--- config.mk ---
export PLATFORM = sky130hd
export DESIGN_NAME = dma_csr
export DESIGN_NICKNAME = d
export VERILOG_FILES = /design/src/rtl/dma_pkg.sv /design/src/rtl/dma_csr_regfile.sv /design/src/rtl/dma_csr.sv
export SDC_FILE = /design/constraint.sdc
export NUM_CORES = 1
export LEC_CHECK = 0
export ABC_CLOCK_PERIOD_IN_PS = 1700
export BUFFER_PORTS_ARGS = -buffer_cell sky130_fd_sc_hd__buf_2
export CAP_MARGIN = 20
export CORE_UTILIZATION = 43
export DETAILED_ROUTE_END_ITERATION = 7
export PLACE_DENSITY = 0.77
export SLEW_MARGIN = 20
export SYNTH_ARGS = -nofsm -noshare
export SYNTH_HDL_FRONTEND = slang
export SYNTH_SLANG_ARGS = --single-unit
--- constraint.sdc ---
create_clock -name clk -period 1.7 [get_ports clk]
set_input_delay 0.34 -clock clk [delete_from_list [all_inputs] [get_ports clk]]
set_output_delay 0.34 -clock clk [all_outputs]
set_load 0.01 [all_outputs]
--- src/rtl/dma_pkg.sv ---
// Shared constants, response codes and FSM state types for the DMA CSR block.
// Provides default AXI width macros when the build does not define them.
`ifndef AXI_IDS_BITS
`define AXI_IDS_BITS 8
`endif
`ifndef AXI_ADDR_BITS
`define AXI_ADDR_BITS 32
`endif
`ifndef AXI_LEN_BITS
`define AXI_LEN_BITS 4
`endif
`ifndef AXI_SIZE_BITS
`define AXI_SIZE_BITS 3
`endif
`ifndef AXI_DATA_BITS
`define AXI_DATA_BITS 32
`endif
`ifndef AXI_STRB_BITS
`define AXI_STRB_BITS 4
`endif

package dma_pkg;

    localparam logic [11:0] DMA_OFF_EN     = 12'h100;
    localparam logic [11:0] DMA_OFF_SRC    = 12'h200;
    localparam logic [11:0] DMA_OFF_DST    = 12'h300;
    localparam logic [11:0] DMA_OFF_LEN    = 12'h400;
    localparam logic [11:0] DMA_OFF_STATUS = 12'h500;

    localparam logic [1:0] RESP_OKAY   = 2'b00;
    localparam logic [1:0] RESP_SLVERR = 2'b10;

    typedef enum logic [1:0] {
        W_IDLE,
        W_DATA,
        W_RESP
    } wstate_t;

    typedef enum logic {
        R_IDLE,
        R_DATA
    } rstate_t;

    function automatic logic off_mapped(input logic [11:0] off);
        return (off == DMA_OFF_EN)  || (off == DMA_OFF_SRC) ||
               (off == DMA_OFF_DST) || (off == DMA_OFF_LEN) ||
               (off == DMA_OFF_STATUS);
    endfunction

    function automatic logic [31:0] strb_merge(input logic [31:0] old_v,
                                               input logic [31:0] new_v,
                                               input logic [3:0]  strb);
        logic [31:0] res;
        res = old_v;
        for (int unsigned i = 0; i < 4; i++) begin
            if (strb[i]) res[8*i +: 8] = new_v[8*i +: 8];
        end
        return res;
    endfunction

endpackage

--- src/rtl/dma_csr_regfile.sv ---
// DMA configuration registers, byte-strobe writes, readback mux and irq_pending.
// Full readback is enabled by DMA_CSR_READBACK_EN; otherwise only STATUS reads back.
`ifndef AXI_DATA_BITS
`define AXI_DATA_BITS 32
`endif

import dma_pkg::*;

module dma_csr_regfile (
    input  logic        clk_i,
    input  logic        rst_i,
    input  logic        wr_en_i,
    input  logic [11:0] wr_off_i,
    input  logic [31:0] wr_data_i,
    input  logic [3:0]  wr_strb_i,
    input  logic [11:0] rd_off_i,
    output logic [31:0] rd_data_o,
    output logic        rd_err_o,
    input  logic        dma_done_i,
    output logic        en_o,
    output logic [31:0] src_o,
    output logic [31:0] dst_o,
    output logic [31:0] len_o,
    output logic        irq_o
);

    logic        en_q, en_d;
    logic [31:0] src_q, src_d;
    logic [31:0] dst_q, dst_d;
    logic [31:0] len_q, len_d;
    logic        irq_q, irq_d;
    logic        irq_clr;

    always_comb begin
        en_d    = en_q;
        src_d   = src_q;
        dst_d   = dst_q;
        len_d   = len_q;
        irq_d   = irq_q;
        irq_clr = 1'b0;
        if (wr_en_i) begin
            case (wr_off_i)
                DMA_OFF_EN: begin
                    if (wr_strb_i[0]) begin
                        en_d    = wr_data_i[0];
                        irq_clr = ~wr_data_i[0];
                    end
                end
                DMA_OFF_SRC:    src_d = strb_merge(src_q, wr_data_i, wr_strb_i);
                DMA_OFF_DST:    dst_d = strb_merge(dst_q, wr_data_i, wr_strb_i);
                DMA_OFF_LEN:    len_d = strb_merge(len_q, wr_data_i, wr_strb_i);
                DMA_OFF_STATUS: irq_clr = wr_strb_i[0] & wr_data_i[0];
                default: ;
            endcase
        end
        // A completion pulse in the same cycle as a clear keeps the interrupt pending.
        if (irq_clr)    irq_d = 1'b0;
        if (dma_done_i) irq_d = 1'b1;
    end

    always_ff @(posedge clk_i) begin
        if (rst_i) begin
            en_q  <= 1'b0;
            src_q <= '0;
            dst_q <= '0;
            len_q <= '0;
            irq_q <= 1'b0;
        end else begin
            en_q  <= en_d;
            src_q <= src_d;
            dst_q <= dst_d;
            len_q <= len_d;
            irq_q <= irq_d;
        end
    end

    always_comb begin
        rd_data_o = '0;
        rd_err_o  = ~off_mapped(rd_off_i);
        case (rd_off_i)
`ifdef DMA_CSR_READBACK_EN
            DMA_OFF_EN:     rd_data_o = {31'b0, en_q};
            DMA_OFF_SRC:    rd_data_o = src_q;
            DMA_OFF_DST:    rd_data_o = dst_q;
            DMA_OFF_LEN:    rd_data_o = len_q;
`endif
            DMA_OFF_STATUS: rd_data_o = {31'b0, irq_q};
            default: ;
        endcase
    end

    assign en_o  = en_q;
    assign src_o = src_q;
    assign dst_o = dst_q;
    assign len_o = len_q;
    assign irq_o = irq_q;

endmodule

--- src/rtl/dma_csr.sv ---
// AXI slave CSR block feeding the DMA engine: independent write/read FSMs over dma_csr_regfile.
// Build option DMA_CSR_READBACK_EN selects full register readback.
`ifndef AXI_IDS_BITS
`define AXI_IDS_BITS 8
`endif
`ifndef AXI_ADDR_BITS
`define AXI_ADDR_BITS 32
`endif
`ifndef AXI_LEN_BITS
`define AXI_LEN_BITS 4
`endif
`ifndef AXI_SIZE_BITS
`define AXI_SIZE_BITS 3
`endif
`ifndef AXI_DATA_BITS
`define AXI_DATA_BITS 32
`endif
`ifndef AXI_STRB_BITS
`define AXI_STRB_BITS 4
`endif

import dma_pkg::*;

module dma_csr #(
    parameter logic [11:0] BASE_MASK = 12'hFFF
) (
    input  logic                       clk,
    input  logic                       rst,
    input  logic [`AXI_IDS_BITS-1:0]   AWID_S,
    input  logic [`AXI_ADDR_BITS-1:0]  AWADDR_S,
    input  logic [`AXI_LEN_BITS-1:0]   AWLEN_S,
    input  logic [`AXI_SIZE_BITS-1:0]  AWSIZE_S,
    input  logic [1:0]                 AWBURST_S,
    input  logic                       AWVALID_S,
    output logic                       AWREADY_S,
    input  logic [`AXI_DATA_BITS-1:0]  WDATA_S,
    input  logic [`AXI_STRB_BITS-1:0]  WSTRB_S,
    input  logic                       WLAST_S,
    input  logic                       WVALID_S,
    output logic                       WREADY_S,
    output logic [`AXI_IDS_BITS-1:0]   BID_S,
    output logic [1:0]                 BRESP_S,
    output logic                       BVALID_S,
    input  logic                       BREADY_S,
    input  logic [`AXI_IDS_BITS-1:0]   ARID_S,
    input  logic [`AXI_ADDR_BITS-1:0]  ARADDR_S,
    input  logic [`AXI_LEN_BITS-1:0]   ARLEN_S,
    input  logic [`AXI_SIZE_BITS-1:0]  ARSIZE_S,
    input  logic [1:0]                 ARBURST_S,
    input  logic                       ARVALID_S,
    output logic                       ARREADY_S,
    output logic [`AXI_IDS_BITS-1:0]   RID_S,
    output logic [`AXI_DATA_BITS-1:0]  RDATA_S,
    output logic [1:0]                 RRESP_S,
    output logic                       RLAST_S,
    output logic                       RVALID_S,
    input  logic                       RREADY_S,
    output logic                       DMAEN,
    output logic [31:0]                DMASRC,
    output logic [31:0]                DMADST,
    output logic [31:0]                DMALEN,
    input  logic                       dma_done,
    output logic                       DMA_interrupt
);

    logic [11:0] aw_off;
    logic [11:0] ar_off;
    logic        wr_en;
    logic [11:0] rd_off;
    logic [31:0] rd_data;
    logic        rd_err;

    assign aw_off = AWADDR_S[11:0] & BASE_MASK;
    assign ar_off = ARADDR_S[11:0] & BASE_MASK;

    wstate_t                    wstate_q, wstate_d;
    logic [`AXI_IDS_BITS-1:0]   bid_q, bid_d;
    logic [11:0]                woff_q, woff_d;
    logic [1:0]                 bresp_q, bresp_d;

    rstate_t                    rstate_q, rstate_d;
    logic [`AXI_IDS_BITS-1:0]   rid_q, rid_d;
    logic [11:0]                roff_q, roff_d;
    logic [`AXI_LEN_BITS-1:0]   rlen_q, rlen_d;
    logic [`AXI_LEN_BITS-1:0]   rcnt_q, rcnt_d;
    logic [`AXI_DATA_BITS-1:0]  rdata_q, rdata_d;
    logic [1:0]                 rresp_q, rresp_d;

    // ---------------- write channel ----------------
    always_comb begin
        wstate_d = wstate_q;
        bid_d    = bid_q;
        woff_d   = woff_q;
        bresp_d  = bresp_q;
        wr_en    = 1'b0;
        case (wstate_q)
            W_IDLE: begin
                if (AWVALID_S) begin
                    bid_d    = AWID_S;
                    woff_d   = aw_off;
                    bresp_d  = off_mapped(aw_off) ? RESP_OKAY : RESP_SLVERR;
                    wstate_d = W_DATA;
                end
            end
            W_DATA: begin
                if (WVALID_S) begin
                    wr_en = 1'b1;
                    if (WLAST_S) wstate_d = W_RESP;
                end
            end
            W_RESP: begin
                if (BREADY_S) wstate_d = W_IDLE;
            end
            default: wstate_d = W_IDLE;
        endcase
    end

    always_ff @(posedge clk) begin
        if (rst) begin
            wstate_q <= W_IDLE;
            bid_q    <= '0;
            woff_q   <= '0;
            bresp_q  <= RESP_OKAY;
        end else begin
            wstate_q <= wstate_d;
            bid_q    <= bid_d;
            woff_q   <= woff_d;
            bresp_q  <= bresp_d;
        end
    end

    assign AWREADY_S = (wstate_q == W_IDLE);
    assign WREADY_S  = (wstate_q == W_DATA);
    assign BVALID_S  = (wstate_q == W_RESP);
    assign BID_S     = bid_q;
    assign BRESP_S   = bresp_q;

    // ---------------- read channel ----------------
    // The read port looks at the incoming AR offset while idle so the first beat is ready at N+1.
    assign rd_off = (rstate_q == R_IDLE) ? ar_off : roff_q;

    always_comb begin
        rstate_d = rstate_q;
        rid_d    = rid_q;
        roff_d   = roff_q;
        rlen_d   = rlen_q;
        rcnt_d   = rcnt_q;
        rdata_d  = rdata_q;
        rresp_d  = rresp_q;
        case (rstate_q)
            R_IDLE: begin
                if (ARVALID_S) begin
                    rid_d    = ARID_S;
                    roff_d   = ar_off;
                    rlen_d   = ARLEN_S;
                    rcnt_d   = '0;
                    rdata_d  = rd_data;
                    rresp_d  = rd_err ? RESP_SLVERR : RESP_OKAY;
                    rstate_d = R_DATA;
                end
            end
            R_DATA: begin
                if (RREADY_S) begin
                    if (rcnt_q == rlen_q) begin
                        rstate_d = R_IDLE;
                    end else begin
                        rcnt_d  = rcnt_q + `AXI_LEN_BITS'(1);
                        rdata_d = rd_data;
                    end
                end
            end
            default: rstate_d = R_IDLE;
        endcase
    end

    always_ff @(posedge clk) begin
        if (rst) begin
            rstate_q <= R_IDLE;
            rid_q    <= '0;
            roff_q   <= '0;
            rlen_q   <= '0;
            rcnt_q   <= '0;
            rdata_q  <= '0;
            rresp_q  <= RESP_OKAY;
        end else begin
            rstate_q <= rstate_d;
            rid_q    <= rid_d;
            roff_q   <= roff_d;
            rlen_q   <= rlen_d;
            rcnt_q   <= rcnt_d;
            rdata_q  <= rdata_d;
            rresp_q  <= rresp_d;
        end
    end

    assign ARREADY_S = (rstate_q == R_IDLE);
    assign RVALID_S  = (rstate_q == R_DATA);
    assign RLAST_S   = (rstate_q == R_DATA) && (rcnt_q == rlen_q);
    assign RID_S     = rid_q;
    assign RDATA_S   = rdata_q;
    assign RRESP_S   = rresp_q;

    dma_csr_regfile u_regfile (
        .clk_i      (clk),
        .rst_i      (rst),
        .wr_en_i    (wr_en),
        .wr_off_i   (woff_q),
        .wr_data_i  (WDATA_S[31:0]),
        .wr_strb_i  (WSTRB_S[3:0]),
        .rd_off_i   (rd_off),
        .rd_data_o  (rd_data),
        .rd_err_o   (rd_err),
        .dma_done_i (dma_done),
        .en_o       (DMAEN),
        .src_o      (DMASRC),
        .dst_o      (DMADST),
        .len_o      (DMALEN),
        .irq_o      (DMA_interrupt)
    );

    logic unused_inputs;
    assign unused_inputs = ^{AWSIZE_S, AWBURST_S, ARSIZE_S, ARBURST_S, AWLEN_S,
                             AWADDR_S[`AXI_ADDR_BITS-1:12], ARADDR_S[`AXI_ADDR_BITS-1:12]};

endmodule

# Word-level counts from Yosys, hierarchy flattened
# Cells that the tools add are included.
[word_totals]
mem_bits_ro = 0
word_cells = 110
register_bits = 185
latchBits = 0
inputBits = 143
ram_bits = 0
out_inout_bits = 156
mem_count = 0
[classes]
n_reduce_logical = 28
n_lt_le_gt_ge = 0
add_sub_neg = 1
shifts = 0
div_mod_pow = 0
n_eq_ne = 25
n_mul = 0
bitwise_logic = 3
muxes = 28
[ops]
columns = ["cell", "count"]
rows = [
  ["2-to-1 mux 32 bit", 3],
  ["equality test 12 x 10 -> 1 bit (second input constant)", 6],
  ["equality test 12 x 11 -> 1 bit (second input constant)", 6],
  ["case mux 32 bit (2 select lines)", 1],
  ["AND reduction 3 bit", 14],
  ["equality test 12 x 9 -> 1 bit (second input constant)", 3],
  ["2-to-1 mux 12 bit", 1],
  ["2-to-1 mux 2 bit", 6],
  ["2-to-1 mux 4 bit", 3],
  ["inequality test 2 bit (second input constant)", 6],
  ["2-to-1 mux 1 bit", 10],
  ["logical OR 1 bit", 8],
  ["case mux 4 bit (2 select lines)", 1],
  ["case mux 2 bit (3 select lines)", 1],
  ["adder 4 x 1 -> 4 bit (second input constant)", 1],
  ["equality test 4 bit", 1],
  ["case mux 1 bit (2 select lines)", 2],
  ["AND reduction 2 bit", 2],
  ["AND reduction 4 bit", 1],
  ["equality test 2 x 1 -> 1 bit (second input constant)", 1],
  ["equality test 2 bit (second input constant)", 1],
  ["zero test 2 bit", 1],
  ["inequality test 2 x 1 -> 1 bit (second input constant)", 1],
  ["inverter 1 bit", 2],
  ["other kinds (3)", 3],
]

# Longest topological paths before layout
[logic_depth]
ltp_word = 7
mapped_depth = 6
ltp_nobuf = 4

# Hierarchy
# Synthesis repeated with hierarchy kept, for this count alone.
[unflattened]
hier_cells = 884
area_unflattened_um2 = 8394.3
[by_module_without_submodules]
columns = ["mod", "area_each_um2", "cells_per_inst", "n_inst", "seq_area_each_um2"]
rows = [
  ["dma_csr_regfile", 4605.7, 427, 1, 1961.9],
  ["dma_csr", 3788.6, 457, 1, 1701.6],
]

# Worst setup path after synthesis
# No wires, ideal clock.
[synth_timing]
path_kind = "register to register"
startpoint = "reg woff_q[0]"
endpoint = "reg u_regfile.src_q[0], in the netlist u_regfile.src_o[0]"
t_required_ps = 1579
arrival_ps = 1484
path_stages_with_launch = 6
setup_ps = 121
synth_period_minus_slack_ps = 1605
setup_slack_ps = 95
path_buffers = 1
path_cell_list = "dfxtp_1 -> nor4_4 -> nand2_4 -> or3_1 -> buf_6 -> mux2i_1"
[synth_via]
elab_chain_len = 2
[synth_lines]
columns = ["item", "line", "text"]
rows = [
  ["start: declaration", "dma_csr.sv:78", "logic [11:0] woff_q, woff_d;"],
  ["start signal: assignment", "dma_csr.sv:127", "woff_q <= woff_d;"],
  ["equality test 12 x 10 -> 1 bit", "dma_csr_regfile.sv:42", "case (wr_off_i)"],
  ["AND reduction 3 bit (no source line)", "--", ""],
  ["end signal: assignment", "dma_csr_regfile.sv:70", "src_q <= src_d;"],
  ["end: declaration", "dma_csr_regfile.sv:28", "logic [31:0] src_q, src_d;"],
]
# No other way between the ends.
# A chain may end at the register's enable or synchronous reset.

# Worst setup path after layout
[layout_timing]
startpoint = "reg rcnt_q[2]"
endpoint = "out RLAST_S"
[layout_via]
elab_chain_len = 2
[layout_lines]
columns = ["item", "line", "text"]
rows = [
  ["start: declaration", "dma_csr.sv:85", "logic [`AXI_LEN_BITS-1:0] rcnt_q, rcnt_d;"],
  ["start signal: assignment", "dma_csr.sv:190", "rcnt_q <= rcnt_d;"],
  ["equality test 4 bit", "dma_csr.sv:198", "assign RLAST_S = (rstate_q == R_DATA) && (rcnt_q == rlen_q);"],
  ["logical AND 1 bit", "dma_csr.sv:198", ""],
  ["end: declaration", "dma_csr.sv:55", "output logic RLAST_S,"],
]
# No other way between the ends.

==> impl_metrics.json <==
{
  "setup_viol": 0,
  "syn_inst": 684,
  "hold_viol": 0,
  "via_count": 5353,
  "synth_area_leader_cell": "dfxtp_1",
  "dieArea_sq_um": 15700,
  "ios": 299,
  "path_class": "reg2out",
  "ant_nets": 0,
  "drive_gt1_share_pct": 34.7,
  "yosys.area_share.xor_xnor_pct": 0.669,
  "grt_use_total_pct": 19.7,
  "clockBufferDepth": 2,
  "clk_latency_ns": 0.41,
  "rsz0062_at_grt": "yes",
  "grt_start_max_net_pins": 64,
  "seqCellArea_sq_um": 3050,
  "fin_area_sq_um": 8790,
  "grt_pass1_vias": 5178,
  "drc": 19,
  "synthTopCellsByArea": "dfxtp_1, mux2i_1, nand2b_1, nand2_1, buf_4",
  "viasPerCell": 4.78,
  "portBuffers": 211,
  "clk_pin_slew_worst_paths_ns": 0.06,
  "violations": "design-rule violations",
  "fmax_ghz": 0.590,
  "min_path_cells": 3,
  "drv_cap": 0,
  "area_delta_synth_final_pct": 34.3,
  "synth_top_family_by_area": "simple AND/OR/NAND/NOR gates",
  "worstHoldStart": "AWID_S[4]",
  "cp.arrival_ns": 1.35,
  "report.final.slew_viol_count": 0,
  "cp-end-kind": "output pin",
  "yosys.area.top_type_share_pct": 46.5,
  "syn-cell-area_sq_um": 6550,
  "vdd_drop_max_mv": 0.688,
  "synth_edf_count": 0,
  "multi_input_area_sq_um": 3280,
  "yosysWarningCount": 0,
  "leakagePower_uw": 0.00430,
  "reg2reg_from": "woff_q[4]",
  "rows": 44,
  "ctsHoldBuffers": 0,
  "final_nets": 1067,
  "skew_ns": 0.0114,
  "p_total_uw": 8440,
  "synth-adder-area-share_pct": 0.191,
  "status": "finished, violations left",
  "synth.mux.area_fraction_pct": 15.2,
  "crit_path_start_kind": "flip-flop",
  "hold_class": "in2reg",
  "yosysSeqAreaShare_pct": 46.5,
  "n_antenna_cell": 0,
  "p_per_area_nw_per_um2": 960,
  "routedWlPerCell_um": 13.7,
  "postPlaceCellArea_sq_um": 7940,
  "fp.dieH_um": 125,
  "clkSinkCount": 152,
  "dp_hpwl_um": 11100,
  "first_pass_iters": 7,
  "initial_core_util_pct": 44.5,
  "worst_ep_required_time_ns": 1.36,
  "nFillCells": 1270,
  "synthArstFlopShare_pct": 0,
  "die_w_um": 125,
  "path_max_fanout": 4,
  "cts_tree": "done",
  "synth_simple_gate_area_share_pct": 24.8,
  "ys_types": 46,
  "dr.first_iter.drc_count": 219,
  "synth_compound_area_share_pct": 5.39,
  "ys.flop_type": "dfxtp_1",
  "numCtsBuffers": 17,
  "gp_congestion": 0.759,
  "worstHoldEndpoint": "BID_S[4]",
  "finalCritPeriodShare_pct": 99.7,
  "cts_max_level": 4,
  "max_slew_margin_pct": 63.4,
  "ys_ff_latch": 152,
  "cts-root-buf": "clkbuf_16",
  "finalCriticalPeriod_ns": 1.69,
  "overflow": 0,
  "r2r-end": "u_regfile.src_o[27]",
  "routed_wl_um": 15300,
  "grt_pass1_wl_um": 25000,
  "tightest_slew_ns": 0.549,
  "syn_area_per_cell_sq_um": 9.57,
  "r2r_cells": 6,
  "core_sq_um": 14700,
  "r2r_setup_slack_ns": 0.02,
  "antenna_found_initial": 0
}
[layer usage]
layer | wire length [um] | share of wire (%) | GRT usage [%] | vias to the layer above
li1 | - | - | - | 2695
met5 | 0 | 0 | 0 | -
met4 | 138 | 0.90 | 5.38 | 0
met1 | 6740 | 44 | 24.1 | 2480
met3 | 1070 | 7.0 | 6.50 | 10
met2 | 7390 | 48 | 33.2 | 168
[Yosys cell counts (2+ instances only)]
| cell | instances |
|---|---|
| dfxtp_1 | 152 |
| nand2b_1 | 131 |
| nand2_1 | 99 |
| mux2i_1 | 98 |
| a21oi_1 | 48 |
| buf_4 | 34 |
| clkbuf_1 | 29 |
| or3_1 | 12 |
| nor2_1 | 8 |
| buf_6 | 7 |
| inv_1 | 7 |
| nor4_1 | 6 |
| nor3_4 | 5 |
| o21ai_0 | 4 |
| xnor2_1 | 4 |
| nand3_1 | 3 |
| nor2b_1 | 3 |
| a21boi_0 | 2 |
| a311oi_1 | 2 |
| nand4_1 | 2 |
| nand4b_4 | 2 |
| nor3_1 | 2 |
[worst max path at each step]
stage	startpoint	endpoint	slack (ns)
floorplan	woff_q[0]	u_regfile.src_o[0]	0.1
global placement	woff_q[4]	u_regfile.len_o[31]	0.02
detailed placement	woff_q[4]	u_regfile.len_o[4]	-0.01
CTS	rlen_q[2]	RLAST_S	0.004
global route	rlen_q[2]	RLAST_S	-0.09
finish	rcnt_q[2]	RLAST_S	0.005
[cell usage in the layout (no fill, tap or decap), types with 7 or more instances in the layout]
| cell | count |
|---|---|
| dfxtp_2 | 7 |
| buf_2 | 210 |
| nand2_1 | 99 |
| buf_6 | 10 |
| mux2i_1 | 98 |
| a21oi_1 | 48 |
| inv_1 | 7 |
| buf_12 | 11 |
| conb_1 | 33 |
| dfxtp_1 | 145 |
| nor2_1 | 8 |
| nand2b_1 | 131 |
| buf_4 | 27 |
| or3_4 | 9 |
| clkbuf_16 | 17 |
[cell families (layout without fill, tap and decap cells)]
kind of cell | count (synthesis) | in the layout
buffers and inverters | 78 | 297
and+or+nand+nor | 285 | 286
muxes | 99 | 99
xor gates and xnor gates | 5 | 5
AOI/OAI and AO/OA | 63 | 63
adders and majority gates | 1 | 1
other | 1 | 33
DFF | 152 | 152
[timing repair]
action,in CTS,in global routing
setup buffers,0,7
setup endpoints to repair,15,91
gates resized for setup,9,35
cloned,0,1
pin swaps,4,18
[per-stage QoR]
step	hold WS (ns)	setup TNS (ns)	instances	utilization, %	setup slack (ns)
after floorplan	0.431	0	716	-	0.0954
after global placement	0.439	0	1082	54.0	0.0196
after detailed placement	0.444	-0.0351	1082	54.0	-0.0104
after CTS	0.141	0	1114	58.4	0.00396
after global routing	0.148	-1.44	1120	59.8	-0.0917
final	0.158	0	1120	59.8	0.00521
[report_power, final]
group / internal [uW] / leakage [uW] / switching (uW) / total (uW)
Sequential: 3640 / 0.00124 / 63.9 / 3710
Combinational: 379 / 0.00278 / 436 / 815
Clock: 2350 / 0.000288 / 1570 / 3920
[state kept, by name, indices dropped and copies added, names as in the netlist]
signal           count
u_regfile.dst_o     32
u_regfile.len_o     32
u_regfile.src_o     32
roff_q              12
woff_q              12
BID_S                8
RID_S                8
rcnt_q               4
rlen_q               4
wstate_q             2
BRESP_S              1
RDATA_S              1
RRESP_S              1
RVALID_S             1
u_regfile.en_o       1
u_regfile.irq_o      1
[critical path, cell delays in order (launching register included)]
cell	delay, ns
dfxtp_2	0.34
xnor2_2	0.19
nand4_1	0.16
nor2_1	0.12
buf_2	0.13
[layout make-up]
| type | count | share of cell area [%] |
|---|---|---|
| clock inverters | 14 | 2.12 |
| well taps | 184 | 2.62 |
| multi-input cells | 487 | 37.3 |
| clock buffers | 18 | 4.88 |
| flip-flops and latches | 152 | 34.7 |
| inverters | 7 | 0.299 |
| repair buffers | 258 | 18.0 |
Note: power is estimated with default switching activity, not from simulation.
